### src/rtl/mul_pkg.sv
// rtl/mul_pkg.sv - shared types and helpers for the radix-4 Booth multiplier
// Contents: FSM state enum, Booth digit flags, iteration-count function.
package mul_pkg;

  typedef enum logic [1:0] {
    ST_IDLE = 2'd0,
    ST_BUSY = 2'd1,
    ST_DONE = 2'd2
  } mul_state_e;

  // Recoded Booth digit: value = (neg ? -1 : +1) * (two ? 2 : 1), or 0 when zero is set.
  typedef struct packed {
    logic neg;
    logic two;
    logic zero;
  } booth_digit_t;

  // Number of radix-4 digits covering a WIDTH-bit operand extended by two bits.
  function automatic int mul_iters(input int width);
    return width / 2 + 1;
  endfunction

endpackage

### src/rtl/booth_r4_enc.sv
// rtl/booth_r4_enc.sv - radix-4 Booth window recoder and partial-product selector
// Ports:
//   win    in   3        multiplier window {r[2i+1], r[2i], r[2i-1]}
//   m_ext  in   WIDTH+2  extended multiplicand
//   digit  out  3        recoded digit flags {neg, two, zero}
//   pp     out  WIDTH+2  digit * m_ext, two's complement
module booth_r4_enc
  import mul_pkg::*;
#(
  parameter int WIDTH = 32
) (
  input  logic [2:0]       win,
  input  logic [WIDTH+1:0] m_ext,
  output booth_digit_t     digit,
  output logic [WIDTH+1:0] pp
);

  logic             is_zero;
  logic             is_neg;
  logic             is_two;
  logic [WIDTH+1:0] mag;

  always_comb begin
    is_zero = (win == 3'b000) || (win == 3'b111);
    is_neg  = win[2] && !is_zero;
    is_two  = (win == 3'b011) || (win == 3'b100);
    // Doubling cannot overflow: the extended operand carries a spare sign bit.
    mag     = is_two ? {m_ext[WIDTH:0], 1'b0} : m_ext;
    if (is_zero) begin
      pp = '0;
    end else if (is_neg) begin
      pp = -mag;
    end else begin
      pp = mag;
    end
    digit.neg  = is_neg;
    digit.two  = is_two;
    digit.zero = is_zero;
  end

endmodule

### src/rtl/mul_booth_r4.sv
// rtl/mul_booth_r4.sv - sequential radix-4 Booth multiplier, two multiplier bits per cycle
// Optional build macro: MUL_BOOTH_EARLY_EXIT_EN (skip trailing zero digits in one cycle).
// Ports:
//   clk, reset                  clock, asynchronous active-high reset
//   req_valid/req_ready         request handshake; sign_m, sign_r, m, r are the operands
//   kill                        synchronous abort of any in-flight or pending operation
//   resp_valid/resp_ready       response handshake; result is the full 2*WIDTH product
module mul_booth_r4
  import mul_pkg::*;
#(
  parameter int WIDTH = 32
) (
  input  logic               clk,
  input  logic               reset,
  input  logic               req_valid,
  output logic               req_ready,
  input  logic               sign_m,
  input  logic               sign_r,
  input  logic [WIDTH-1:0]   m,
  input  logic [WIDTH-1:0]   r,
  input  logic               kill,
  output logic               resp_valid,
  input  logic               resp_ready,
  output logic [2*WIDTH-1:0] result
);

  localparam int N     = mul_iters(WIDTH);
  localparam int OP_W  = WIDTH + 2;
  localparam int ACC_W = 2 * WIDTH + 4;
  localparam int CNT_W = $clog2(N + 1);
  localparam logic [CNT_W-1:0] LAST_CNT = CNT_W'(N - 1);
  localparam logic [CNT_W-1:0] CNT_ONE  = CNT_W'(1);

  mul_state_e         state_q, state_d;
  logic [ACC_W-1:0]   acc_q, acc_d;
  logic [OP_W-1:0]    m_q, m_d;
  // Extended multiplier with the implicit zero below its LSB; bits [2:0] are the live window.
  logic [OP_W:0]      r_q, r_d;
  logic [CNT_W-1:0]   cnt_q, cnt_d;
  logic [2*WIDTH-1:0] result_q, result_d;

  booth_digit_t              digit;
  logic [OP_W-1:0]           pp;
  logic [OP_W-1:0]           acc_hi_sum;
  logic signed [ACC_W-1:0]   acc_sum;
  logic [ACC_W-1:0]          acc_step;
  logic                      step_last;
  logic                      unused_digit;

  booth_r4_enc #(.WIDTH(WIDTH)) u_enc (
    .win   (r_q[2:0]),
    .m_ext (m_q),
    .digit (digit),
    .pp    (pp)
  );

  assign unused_digit = ^digit;

`ifdef MUL_BOOTH_EARLY_EXIT_EN
  localparam int SH_W = CNT_W + 1;
  localparam logic [CNT_W-1:0] N_CNT = CNT_W'(N);
  logic            early_exit;
  logic [SH_W-1:0] shamt;
`endif

  // Datapath for one BUSY cycle: add the digit's partial product to the upper
  // half, then shift right arithmetically.
  always_comb begin
    acc_hi_sum = acc_q[ACC_W-1:OP_W] + pp;
    acc_sum    = {acc_hi_sum, acc_q[OP_W-1:0]};
`ifdef MUL_BOOTH_EARLY_EXIT_EN
    // Bits above the current window (with r_q[2] as the next overlap bit) all
    // equal means every later digit is zero, so the remaining shifts collapse
    // into one. The first BUSY cycle always takes a plain step, which keeps
    // the minimum latency at two cycles.
    early_exit = (cnt_q != '0) && ((&r_q[OP_W:2]) || !(|r_q[OP_W:2]));
    shamt      = early_exit ? {N_CNT - cnt_q, 1'b0} : SH_W'(2);
    acc_step   = acc_sum >>> shamt;
    step_last  = early_exit || (cnt_q == LAST_CNT);
`else
    acc_step   = acc_sum >>> 2;
    step_last  = (cnt_q == LAST_CNT);
`endif
  end

  always_comb begin
    state_d    = state_q;
    acc_d      = acc_q;
    m_d        = m_q;
    r_d        = r_q;
    cnt_d      = cnt_q;
    result_d   = result_q;
    req_ready  = 1'b0;
    resp_valid = 1'b0;

    case (state_q)
      ST_IDLE: begin
        req_ready = 1'b1;
      end
      ST_BUSY: begin
        if (!kill) begin
          acc_d = acc_step;
          r_d   = {{2{r_q[OP_W]}}, r_q[OP_W:2]};
          cnt_d = cnt_q + CNT_ONE;
          if (step_last) begin
            state_d  = ST_DONE;
            result_d = acc_step[2*WIDTH-1:0];
          end
        end
      end
      ST_DONE: begin
        resp_valid = 1'b1;
        req_ready  = resp_ready;
        if (resp_ready) begin
          state_d = ST_IDLE;
        end
      end
      default: begin
        state_d = ST_IDLE;
      end
    endcase

    // Kill outranks both the response handshake and a same-cycle request.
    if (kill) begin
      state_d = ST_IDLE;
    end else if (req_valid && req_ready) begin
      state_d = ST_BUSY;
      acc_d   = '0;
      m_d     = {{2{sign_m & m[WIDTH-1]}}, m};
      r_d     = {{2{sign_r & r[WIDTH-1]}}, r, 1'b0};
      cnt_d   = '0;
    end
  end

  always_ff @(posedge clk or posedge reset) begin
    if (reset) begin
      state_q  <= ST_IDLE;
      acc_q    <= '0;
      m_q      <= '0;
      r_q      <= '0;
      cnt_q    <= '0;
      result_q <= '0;
    end else begin
      state_q  <= state_d;
      acc_q    <= acc_d;
      m_q      <= m_d;
      r_q      <= r_d;
      cnt_q    <= cnt_d;
      result_q <= result_d;
    end
  end

  assign result = result_q;

endmodule

### config.mk
export PLATFORM = sky130hd
export DESIGN_NAME = mul_booth_r4
export DESIGN_NICKNAME = d
export VERILOG_FILES = /design/src/rtl/mul_pkg.sv /design/src/rtl/booth_r4_enc.sv /design/src/rtl/mul_booth_r4.sv
export SDC_FILE = /design/constraint.sdc
export NUM_CORES = 1
export LEC_CHECK = 0
export CAP_MARGIN = 0
export CORE_MARGIN = 8
export CORE_UTILIZATION = 40
export DETAILED_ROUTE_END_ITERATION = 10
export PLACE_DENSITY = 0.66
export REMOVE_ABC_BUFFERS = 1
export SYNTH_ARGS = -nofsm -noshare
export SYNTH_HDL_FRONTEND = slang
export SYNTH_SLANG_ARGS = --single-unit
### constraint.sdc
create_clock -name clk -period 7.1 [get_ports clk]
set_input_delay 1.775 -clock clk [delete_from_list [all_inputs] [get_ports clk]]
set_output_delay 1.775 -clock clk [all_outputs]
set_load 0.1 [all_outputs]
Word-level counts from Yosys, hierarchy flattened
Index checks and enable logic that the tools add are counted.
- bits in registers: 207
- reductions and logical operators: 10
- equal/unequal tests: 9
- $add $sub $neg: 3
- bitwise logic cells: 3
- muxes and demuxes: 22
- operators with widths (kind ; count):
    68-bit 2-to-1 mux ; 4
    34-bit 2-to-1 mux ; 4
    35-bit 2-to-1 mux ; 2
    34-bit adder ; 1
    34-bit negator ; 1
    33-bit 2-to-1 mux ; 1
    5-bit 2-to-1 mux ; 4
    2-bit 2-to-1 mux ; 4
    4-bit != test, second input constant ; 2
    3-bit == test, second input constant ; 2
    2-bit case mux with 3 select lines ; 1
    3-bit AND reduction ; 2
    5-bit by 1-bit adder with 5-bit output, second input constant ; 1
    5-bit == test, second input constant ; 1
    3-bit by 2-bit == test with 1-bit output, second input constant ; 1
    3-bit logical NOT ; 1
    3-bit != test, second input constant ; 1
    1-bit bitwise AND ; 2
    2-bit by 1-bit == test with 1-bit output, second input constant ; 1
    2-bit == test, second input constant ; 1
    1-bit logical AND ; 2
    2-bit logical NOT ; 1
    1-bit logical OR ; 2
    1-bit case mux with 2 select lines ; 1
    other kinds (4) ; 4

Longest topological paths before layout
- depth after elaboration: 11
- depth in mapped cells: 26
- gate-level depth less buffers: 21

Cells and area by module
From an unflattened synthesis, not the netlist that was laid out.
- cell total of the unflattened synthesis: 1453
- area, all modules: 12443.2 um2
- modules (own cells, without submodules) (module ; seq. area each (um2) ; instances ; area each (um2) ; cells an instance):
    mul_booth_r4 ; 5129.9 ; 1 ; 9840.7 ; 1038
    booth_r4_enc ; 0.0 ; 1 ; 2602.5 ; 415

Worst setup path after synthesis
OpenSTA, ideal clock, no wires.
- kind: reg-to-reg
- start point: register r_q[0]
- end point: register acc_q[65]
- arrival: 6.164 ns
- stages on the path, launching flop included: 26
- path buffers: 4
- slack: 0.816 ns
- library setup time: 0.120 ns
- period minus slack after synthesis: 6.284 ns
- data required time: 6.980 ns
- cell sequence: dfrtp_1 -> buf_4 -> and3b_1 -> nor2_1 -> clkbuf_1 -> clkbuf_1 -> buf_1 -> mux2i_1 -> ha_1 -> nand4b_1 -> nor4_2 -> nand4_1 -> a2111o_1 -> and4b_1 -> nor3_1 -> o21ai_0 -> ha_1 -> o21ai_0 -> nand2b_1 -> a31oi_1 -> a21oi_1 -> o31a_1 -> o31ai_1 -> xnor3_1 -> and2_1 -> a31o_2
- word-level cells in the longest chain between the ends: 11
- elaborated cells between the ends (all ways): 17
- classes of those cells: add/sub (2); eq/ne (3); mux (7); reduce/logical (5)
- RTL lines (what ; RTL line ; text):
    start, declared ; mul_booth_r4.sv:38 ; logic [OP_W:0] r_q, r_d;
    start signal, assigned ; mul_booth_r4.sv:147 ; r_q <= r_d;
    3-bit by 2-bit == test with 1-bit output, or another cell as far along ; booth_r4_enc.sv:26 ; is_two = (win == 3'b011) || (win == 3'b100);
    1-bit logical OR (on tied branches) ; booth_r4_enc.sv:26, booth_r4_enc.sv:24 ;
    33-bit 2-to-1 mux or 1-bit logical NOT (tied branches) ; booth_r4_enc.sv:28, booth_r4_enc.sv:25 ;
    34-bit negator or 1-bit logical AND (tied branches) ; booth_r4_enc.sv:32, booth_r4_enc.sv:25 ;
    34-bit 2-to-1 mux ; booth_r4_enc.sv:31 ; end else if (is_neg) begin
    34-bit 2-to-1 mux (*) ; booth_r4_enc.sv:29 ; if (is_zero) begin
    34-bit adder (*) ; mul_booth_r4.sv:69 ; acc_hi_sum = acc_q[ACC_W-1:OP_W] + pp;
    68-bit 2-to-1 mux (*) ; mul_booth_r4.sv:101 ; if (!kill) begin
    68-bit 2-to-1 mux (*) ; mul_booth_r4.sv:96 ; case (state_q)
    68-bit 2-to-1 mux ; mul_booth_r4.sv:126 ; end else if (req_valid && req_ready) begin
    68-bit 2-to-1 mux (*) ; mul_booth_r4.sv:124 ; if (kill) begin
    named net acc_d[65] ; mul_booth_r4.sv:35 ; logic [ACC_W-1:0] acc_q, acc_d;
    end signal, assigned ; mul_booth_r4.sv:138 ; acc_q <= '0;
    end signal, assigned ; mul_booth_r4.sv:145 ; acc_q <= acc_d;
    end, declared ; mul_booth_r4.sv:35 ;
The timed path passes the listed nets; every way through them passes the cells marked *.
A chain may end at the register's enable or synchronous reset.

Worst setup path in the final report
- start point: register r_q[2]
- end point: register acc_q[66]
Same word-level chain as after synthesis.

==> impl_metrics.env <==
export IMPL_outcome="completed"
export IMPL_postCtsSetupRepairBufs=0
export IMPL_syn_to_final_growth_pct=21.12
export IMPL_drcViolationCount=0
export IMPL_start_util=0.4051
export IMPL_first_pass_iters=5
export IMPL_grt_pass1_vias=9927
export IMPL_ir_drop_v=0.0002350
export IMPL_grt_first_pass_wirelength_mm=51.32
export IMPL_core_mm2=0.02863
export IMPL_cts_buffer_depth=3
export IMPL_drt_iter0_drc=639
export IMPL_clk_pin_slew_ns=0.06
export IMPL_worstSetupStartpointType="flip-flop"
export IMPL_hold_path_class="flip-flop to flip-flop"
export IMPL_grt_max_degree=114
export IMPL_worstPathRequired_ns=7.52
export IMPL_synth_simple_area_share=0.2064
export IMPL_critPathLaunch="r_q[2]"
export IMPL_p_leak_nw=6.354
export IMPL_powerDensity_mw_per_mm2=344.0
export IMPL_combPwrFrac=0.420
export IMPL_syn_area_per_cell_um2=8.558
export IMPL_switching_power_w=0.001903
export IMPL_place_worst_setup_slack_ns=0.8281
export IMPL_finClkSkew_ns=0.01170
export IMPL_vias=9953
export IMPL_synthMuxAreaShare=0.06150
export IMPL_cts_buffers=24
export IMPL_antenna_found_initial=3
export IMPL_wirelength_mm=31.10
export IMPL_multiInputGateArea_mm2=0.006063
export IMPL_internal_power_w=0.002928
export IMPL_clkSinkCount=205
export IMPL_maxCapViolations=0
export IMPL_async_flop_share=1.000
export IMPL_critPathKind="flip-flop to flip-flop"
export IMPL_htree_levels=1
export IMPL_fin_setup_tns_ns=0
export IMPL_ys_flop_type="dfrtp_1"
export IMPL_wire_per_inst_um=16.91
export IMPL_tightest_slew_ns=1.090
export IMPL_endpoint_kind="flip-flop"
export IMPL_clock_power_share=0.261
export IMPL_die_area_mm2=0.03469
export IMPL_synth_seq_area_share=0.4424
export IMPL_io_pins=137
export IMPL_fp_dieW_um=186.3
export IMPL_root_buffer="clkbuf_16"
export IMPL_swShare=0.3939
export IMPL_die_h_um=186.3
export IMPL_period_needed_ns=6.336
export IMPL_clk_latency_ns=0.53
export IMPL_rsz0062_at_grt="false"
export IMPL_synth_compound_gate_area_share=0.1730
export IMPL_place_congestion=0.8437
export IMPL_port_buffers=136
export IMPL_setup_violations=0
export IMPL_relSlewSlack=0.2653
export IMPL_cts_hold_buffers=0
export IMPL_yosys_register_bits=205
export IMPL_ant_nets=0
export IMPL_synth_xor_area_frac=0.03895
export IMPL_netlist_area_mm2=0.01160
export IMPL_dp_hpwl_mm=21.14
export IMPL_cp_arrival_ns=6.76
export IMPL_synthAdderAreaFrac=0.04057
export IMPL_synth_edf_count=0
export IMPL_cts_tree="built"
export IMPL_cts_resized=0
export IMPL_synth_warnings=0
export IMPL_via_per_inst=5.412
export IMPL_slew_viol_final=0
export IMPL_track_usage=0.1793
export IMPL_overflow=0
export IMPL_nNetsFinal=1546
export IMPL_finalHoldViolCount=0
export IMPL_r2r_start="r_q[2]"
export IMPL_min_from="result[56]"
export IMPL_worstPathMaxFanout=18
export IMPL_period_share=0.8924
export IMPL_num_rows=62
export IMPL_regArea_mm2=0.005130
export IMPL_fill_cells=2703
export IMPL_fmax_ghz=0.1578
export IMPL_synth_top_family_by_area="simple AND/OR/NAND/NOR gates"
export IMPL_layout_drive_gt1_share=0.09222
export IMPL_yosysUniqueCellTypes=68
export IMPL_syn_inst=1355
export IMPL_worst_slack_ns=0.7639
export IMPL_p_seq_frac=0.319
-- cell type report --
type                    count  area share
clock inverters             9    0.008998
diodes                      2   0.0003563
repair buffers            151      0.1049
flip-flops and latches    205      0.3653
inverters                  18    0.005345
multi-input cells        1038      0.4317
clock buffers              32     0.04918
well taps                 384     0.03421
-- registers in the layout, summed over array words and instances, names as in the netlist --
register / flops
acc_q: 66
cnt_q: 5
m_q: 33
r_q: 35
result: 64
state_q: 2
-- Yosys cell counts, drive strengths merged, types with 7 or more instances --
cell type / number / share of area
o21ai: 93 / 0.040
xor2: 29 / 0.022
inv: 18 / 0.0058
and2: 7 / 0.0038
nand3: 28 / 0.012
mux2: 55 / 0.054
dfrtp: 205 / 0.44
nor2: 96 / 0.031
nand4: 11 / 0.0065
nand2b: 7 / 0.0038
a21o: 11 / 0.0071
a211oi: 7 / 0.0045
ha: 36 / 0.039
or2: 7 / 0.0038
clkbuf: 78 / 0.025
xnor2: 20 / 0.015
o21a: 9 / 0.0058
a31oi: 41 / 0.022
nand2: 342 / 0.11
nor3: 20 / 0.0086
a22oi: 11 / 0.0071
nor2b: 9 / 0.0049
a21oi: 100 / 0.043
buf: 16 / 0.0060
mux2i: 9 / 0.0078
-- layout by cell type (no fill, tap or decap), types with 20 or more instances in the layout --
cell and count:
xnor2_1 20, a21oi_1 100, clkbuf_16 24, dfrtp_1 205
clkdlybuf4s50_1 136, nor3_1 20, mux2_2 54, ha_1 36
o21ai_0 92, nor2_1 95, xor2_1 29, a31oi_1 41
nand2_1 341, nand3_1 28
-- worst max-delay path, cell delays in order, from the launching register on --
cell      delay, ns
dfrtp_1        0.34
buf_4          0.20
and3b_1        0.23
nor2_2         0.63
mux2i_1        0.27
ha_1           0.22
nand4b_1       0.21
nor4_2         0.45
nand4_1        0.24
a2111o_1       0.49
and4b_1        0.22
nor3_1         0.11
o21ai_0        0.13
ha_1           0.42
o21ai_0        0.12
nand2b_1       0.08
a31oi_1        0.22
a21oi_1        0.10
o31a_1         0.34
o31ai_1        0.42
xnor3_1        0.37
and2_1         0.17
a31o_2         0.21
-- metrics by stage --
step,hold WS (ns),total power [W],area (um2),util,cells
after detailed placement,0.4712,0.003580,13220,0.4619,1796
after CTS,0.4846,0.004871,14040,0.4905,1837
after floorplan,0.4381,0.003033,11230,-,1261
after global routing,0.4995,0.005200,14040,0.4905,1837
final,0.4746,0.004832,14040,0.4906,1839
after global placement,0.4506,0.003555,13220,0.4619,1796
-- worst paths after layout --
check                              to  cells past startpoint  slack [ns]
setup / recovery            acc_q[66]                     22        0.76
hold / removal             result[56]                      2        0.47
setup reg to reg            acc_q[66]                     22        0.76
hold reg to reg            result[56]                      2        0.47
max in group asynchronous   acc_q[47]                      3        4.16
min in group asynchronous  result[14]                      2        1.79
-- power by group through the flow --
| stage | sequential [W] | combinational (W) | clock, W |
|---|---|---|---|
| 2_1_floorplan | 0.00150 | 0.00153 | 0 |
| 3_5_place_dp | 0.00155 | 0.00203 | 0 |
| 3_3_place_gp | 0.00155 | 0.00200 | 0 |
| 6_report | 0.00154 | 0.00203 | 0.00126 |
| 5_1_grt | 0.00157 | 0.00229 | 0.00134 |
| 4_1_cts | 0.00154 | 0.00204 | 0.00129 |
-- per-layer routing --
| layer | wire [um] | vias to the layer above | track usage |
|---|---|---|---|
| met5 | 37 | - | 0 |
| li1 | - | 4852 | - |
| met1 | 14480 | 4803 | 0.2433 |
| met2 | 13830 | 241 | 0.2846 |
| met3 | 2125 | 51 | 0.04526 |
| met4 | 620 | 6 | 0.04128 |
-- cells by family (layout without fill, tap and decap cells) --
logic type / Yosys count / after routing
DFF: 205 / 205
xor gates and xnor gates: 50 / 50
and+or+nand+nor: 559 / 559
AOI/OAI and AO/OA: 328 / 328
buffers and inverters: 112 / 210
other: 0 / 2
muxes: 64 / 64
adders and majority gates: 37 / 37
No activity file was read; power rests on OpenSTA's default activity.
